`src/rtl/fetch_stage.sv`:
```
// Instruction fetch + IF/ID register: zero-wait memory gives 1 instr/cycle, IF/ID updates one edge after response.
// Backpressure: stall freezes pc and IF/ID, a response landing during stall parks in a one-entry skid register.
module fetch_stage #(
    parameter logic [31:0] RESET_PC = 32'h0000_0000,
    parameter logic [31:0] NOP_INST = 32'h0000_0013
) (
    input  logic        clk,
    input  logic        rst,
    input  logic        stall,
    input  logic        branch_taken,
    input  logic [31:0] branch_target,
    output logic        imem_req,
    output logic [31:0] imem_addr,
    input  logic        imem_rvalid,
    input  logic [31:0] imem_rdata,
    output logic [31:0] pc,
    output logic [31:0] IF_ID_PC,
    output logic [31:0] IF_ID_Inst,
    output logic        IF_ID_valid,
    output logic [4:0]  IF_ID_RegRs1,
    output logic [4:0]  IF_ID_RegRs2
);

    typedef enum logic [1:0] {
        FETCH = 2'd0,
        HOLD  = 2'd1,
        DRAIN = 2'd2
    } state_t;

    state_t      state;
    state_t      state_nxt;
    logic [31:0] pc_nxt;
    logic [31:0] pc_inc;
    logic [31:0] skid_inst;
    logic [31:0] skid_nxt;
    logic [31:0] ifid_pc_nxt;
    logic [31:0] ifid_inst_nxt;
    logic        ifid_valid_nxt;

    assign pc_inc = pc + 32'd4;

    // Request depends only on registered state so the response never loops back into it.
    assign imem_req  = !rst && (state == FETCH);
    assign imem_addr = pc;

    assign IF_ID_RegRs1 = IF_ID_Inst[19:15];
    assign IF_ID_RegRs2 = IF_ID_Inst[24:20];

    always_comb begin
        state_nxt      = state;
        pc_nxt         = pc;
        skid_nxt       = skid_inst;
        ifid_pc_nxt    = IF_ID_PC;
        ifid_inst_nxt  = IF_ID_Inst;
        ifid_valid_nxt = IF_ID_valid;

        if (branch_taken) begin
            ifid_inst_nxt  = NOP_INST;
            ifid_valid_nxt = 1'b0;
            pc_nxt         = {branch_target[31:2], 2'b00};
            skid_nxt       = NOP_INST;
            // A request still owed by memory must be swallowed before refetching.
            if ((state == FETCH || state == DRAIN) && !imem_rvalid) begin
                state_nxt = DRAIN;
            end else begin
                state_nxt = FETCH;
            end
        end else begin
            case (state)
                FETCH: begin
                    if (stall) begin
                        if (imem_rvalid) begin
                            skid_nxt  = imem_rdata;
                            state_nxt = HOLD;
                        end
                    end else if (imem_rvalid) begin
                        ifid_inst_nxt  = imem_rdata;
                        ifid_pc_nxt    = pc;
                        ifid_valid_nxt = 1'b1;
                        pc_nxt         = pc_inc;
                    end else begin
                        ifid_inst_nxt  = NOP_INST;
                        ifid_valid_nxt = 1'b0;
                    end
                end
                HOLD: begin
                    if (!stall) begin
                        ifid_inst_nxt  = skid_inst;
                        ifid_pc_nxt    = pc;
                        ifid_valid_nxt = 1'b1;
                        pc_nxt         = pc_inc;
                        state_nxt      = FETCH;
                    end
                end
                DRAIN: begin
                    if (!stall) begin
                        ifid_inst_nxt  = NOP_INST;
                        ifid_valid_nxt = 1'b0;
                    end
                    if (imem_rvalid) begin
                        state_nxt = FETCH;
                    end
                end
                default: begin
                    state_nxt = FETCH;
                end
            endcase
        end
    end

    always_ff @(posedge clk) begin
        if (rst) begin
            state       <= FETCH;
            pc          <= RESET_PC;
            skid_inst   <= NOP_INST;
            IF_ID_PC    <= 32'h0000_0000;
            IF_ID_Inst  <= NOP_INST;
            IF_ID_valid <= 1'b0;
        end else begin
            state       <= state_nxt;
            pc          <= pc_nxt;
            skid_inst   <= skid_nxt;
            IF_ID_PC    <= ifid_pc_nxt;
            IF_ID_Inst  <= ifid_inst_nxt;
            IF_ID_valid <= ifid_valid_nxt;
        end
    end

endmodule

```
`config.mk`:
```
export PLATFORM = sky130hd
export DESIGN_NAME = fetch_stage
export DESIGN_NICKNAME = d
export VERILOG_FILES = /design/src/rtl/fetch_stage.sv
export SDC_FILE = /design/constraint.sdc
export NUM_CORES = 1
export LEC_CHECK = 0
export CAP_MARGIN = 20
export CELL_PAD_IN_SITES_DETAIL_PLACEMENT = 1
export CELL_PAD_IN_SITES_GLOBAL_PLACEMENT = 1
export CORE_MARGIN = 3
export CORE_UTILIZATION = 35
export DETAILED_ROUTE_END_ITERATION = 6
export PLACE_DENSITY_LB_ADDON = 0.1
export SYNTH_ARGS = -nofsm -noshare
export SYNTH_HDL_FRONTEND = slang
export SYNTH_SLANG_ARGS = --single-unit
```
`constraint.sdc`:
```
create_clock -name clk -period 8.2 [get_ports clk]
set_clock_uncertainty 0.15 [all_clocks]
set_input_delay 0.82 -clock clk [delete_from_list [all_inputs] [get_ports clk]]
set_output_delay 0.82 -clock clk [all_outputs]
set_load 0.1 [all_outputs]
```
==> flow_summary_export.csv <==
group,metric,value,unit
run_status,outcome,"finished clean",
pwr,switchingPower,0.674,mW
timing,tns,0,ps
pwr,ir_worst_vdd,0.000157,V
timing,finalHoldViolations,0,
pwr,p_total,2.03,mW
pwr,p_clk_share,42.5,%
global_route,grt_overflow,0,
detailed_routing,drt-met1-wl,8460,um
setup_path,arrival,2640,ps
detailed_routing,wl_met3,1160,um
layout,final_common_cell,"clkdlybuf4s50_1",
detailed_routing,wl,19500,um
setup_path,critPathKind,"flop to output pin",
layout,final_cell_mix,"199 x clkdlybuf4s50_1, 143 x nand2_1, 127 x dfxtp_1",
timing,min_period_over_period,44.0,%
logic_synthesis,synth-async-reset-ratio,0,%
layout,syn_to_final_growth,43.9,%
clocking,postCtsHoldBufs,0,
pwr,p_comb_share,24.2,%
setup_path,rrSetupSlack,5140,ps
setup_path,critPathRequiredTime,7230,ps
timing,max_freq,277,MHz
floorplanning,die-area,18200,um^2
layout,fin_nets,931,
global_route,grt_max_degree,64,
setup_path,crit_family,"buffers and inverters",
detailed_routing,antenna_left,0,
min_path,hold_path_end,"skid_inst[25]",
clocking,clkSinkCount,127,
clocking,cts_tree,"built",
setup_path,cp_max_fo,8,
floorplanning,start_util,36.2,%
logic_synthesis,synthCells,724,
setup_path,r2r-end,"imem_addr[29]",
clocking,numCtsBuffers,17,
floorplanning,io_pins,209,
clocking,clkLatencyLatePin,410,ps
place,hpwl,13600,um
global_route,antenna_found_initial,1,
global_route,grt_pass1_vias,6115,
clocking,post_cts_buffers,0,
detailed_routing,wire_per_inst,17.9,um
setup_path,worst_path_max_delay_cell,"clkdlybuf4s50_1",
global_route,grt_first_pass_wirelength,31300,um
place,dp.cells,1054,
setup_path,slowest_delay,1190,ps
timing,rsz0062_at_grt,"no",
timing,final-setup-viol-count,0,
min_path,min_path_cells,2,
logic_synthesis,synth-seq-area-share,43.7,%
min_path,worstHoldPathType,"flop to flop",
clocking,clock-root-buffer,"clkbuf_16",
floorplanning,std_cell_rows,46,
layout,fillCellCount,1829,
setup_path,end_kind,"output pin",
global_route,grt_usage,21.3,%
detailed_routing,vias_per_cell,5.30,
layout,final_util,52.2,%
logic_synthesis,yosys_warnings,0,
pwr,p_leak,2.85,nW
setup_path,path_cells,"inv_1 -> ha_1 -> nor2b_1 -> clkdlybuf4s50_1",
clocking,cts_resized,0,
logic_synthesis,ys_ff_latch,127,
logic_synthesis,syn-cell-area,5820,um^2
pwr,internal_power,1.36,mW
floorplanning,die_y,135,um
detailed_routing,initialDrtViolationCount,287,
setup_path,critPathBufInv,2,
timing,slew_violations,0,
timing,fin_crit,3610,ps
logic_synthesis,synth_enable_flop_cells,0,
place,place_congestion,0.758,
timing,timing_worst_slew_pin_value,1020,ps
setup_path,r2r_cells,6,
logic_synthesis,synth_flop_cell,"dfxtp_1",
setup_path,start_kind,"flop",
logic_synthesis,yosysUniqueCellTypes,47,
pwr,swShare,33.2,%
clocking,cts.path.max_buffers,2,
run,drv_cap,0,
detailed_routing,highest_layer,"met4",
logic_synthesis,syn_area_per_cell,8.04,um^2
detailed_routing,met2_length,9510,um
clocking,ctsHtreeMaxLevel,4,
detailed_routing,drc,0,
place,postPlaceCellArea,7690,um^2
clocking,clk_pin_slew,50,ps
place,port_buffers,200,
setup_path,rr_startpoint,"state[0]",
floorplanning,fp.dieW,135,um
layout,drive_gt1_share,5.86,%
layout,stdcell_count,1087,
detailed_routing,firstDrtPassIters,6,
timing,max_slew_margin,31.7,%
min_path,hold_start,"skid_inst[25]",
layout,final_area,8370,um^2
pwr,power.density,243,nW/um^2
floorplanning,core_area,16100,um^2
detailed_routing,dr_total_vias,5764,
pwr,pwr-share-seq,33.2,%
## synthesized netlist by cell type (2+ instances only)
master    number  share of area [%]
buf_4         47                6.1
a211oi_1      39                5.0
and4_1         5               0.75
or4_1          8                1.0
nor3b_1        6               0.77
a221oi_1       4               0.60
xnor2_1        9                1.4
dfxtp_1      127                 44
buf_2          2               0.17
a21oi_1       72                6.2
a22oi_1       29                3.7
nand3_1       12                1.0
nor4_1         5               0.54
clkbuf_1      51                3.3
nand4_1        8               0.86
nor3_1         6               0.52
nand2_1      143                9.2
nor2_1        61                3.9
inv_1         11               0.71
and2_1         2               0.21
o21bai_1       2               0.26
mux2i_1        4               0.69
and3_1         2               0.21
a311oi_1      13                2.0
or3_1          5               0.54
o21ai_0       11               0.95
ha_1           5                1.1
o31a_1         3               0.45
nand3b_1       2               0.26
or2_2          2               0.21
nor4b_1        2               0.30
nor2b_1        4               0.43
o31ai_1        8                1.0
## sequential cells by signal, indices dropped and copies added, names as in the netlist
name / cells
IF_ID_valid: 1
state: 2
imem_addr: 30
IF_ID_PC: 30
IF_ID_Inst: 32
skid_inst: 32
## area by class of cell
| cell class | instances | area (um^2) | share of cell area [%] |
|---|---|---|---|
| multi-input cells | 488 | 2700 | 32.3 |
| clock buffers | 24 | 512 | 6.11 |
| inverters | 12 | 45.0 | 0.538 |
| well taps | 216 | 270 | 3.23 |
| clock inverters | 8 | 174 | 2.08 |
| diodes | 1 | 2.50 | 0.0299 |
| repair buffers | 211 | 2130 | 25.4 |
| flip-flops and latches | 127 | 2540 | 30.4 |
## metrics by stage
| stage | setup WS [ps] | hold slack (ps) |
|---|---|---|
| after detailed placement | 4430 | 299 |
| after CTS | 4560 | 306 |
| after global placement | 4490 | 291 |
| final | 4590 | 305 |
| after floorplan | 4700 | 286 |
| after global routing | 4490 | 328 |
## how the worst max path moves through the flow
stage                        start             to  slack, ps  depth (start not counted)
after floorplan                rst       imem_req       4700                          3
after global placement       stall  imem_addr[29]       4490                          5
after detailed placement     stall  imem_addr[23]       4430                          5
after CTS                 state[0]       imem_req       4560                          4
after global routing      state[0]       imem_req       4490                          4
final                     state[0]       imem_req       4590                          4
## power groups by stage
stage / combinational [mW] / clock [mW] / sequential, mW
2_1_floorplan: 0.226 / 0 / 0.834
3_3_place_gp: 0.482 / 0 / 0.687
3_5_place_dp: 0.492 / 0 / 0.688
4_1_cts: 0.494 / 0.877 / 0.676
5_1_grt: 0.513 / 0.908 / 0.680
6_report: 0.492 / 0.864 / 0.675
## per-layer routing
layer,GRT usage (%),vias to the layer above
met2,36.3,167
li1,-,2775
met1,26.1,2795
met3,5.81,27
met4,7.05,0
met5,0,-
## worst min-delay path: cells and delay by family, from the launching register on
kind	cells	cell delay, ps
DFF	1	310
and+or+nand+nor	1	50
AOI/OAI and AO/OA	1	50
## cells by family (layout without fill, tap and decap cells)
kind of cell / count (synthesis) / in the layout / synth area share, %
DFF: 127 / 127 / 43.7
adders and majority gates: 5 / 5 / 1.07
muxes: 5 / 5 / 0.924
and+or+nand+nor: 275 / 275 / 21.2
xor gates and xnor gates: 9 / 9 / 1.35
other: 1 / 7 / 0.0644
AOI/OAI and AO/OA: 188 / 188 / 21.2
buffers and inverters: 114 / 255 / 10.6
(Power assumes the default switching activity.)
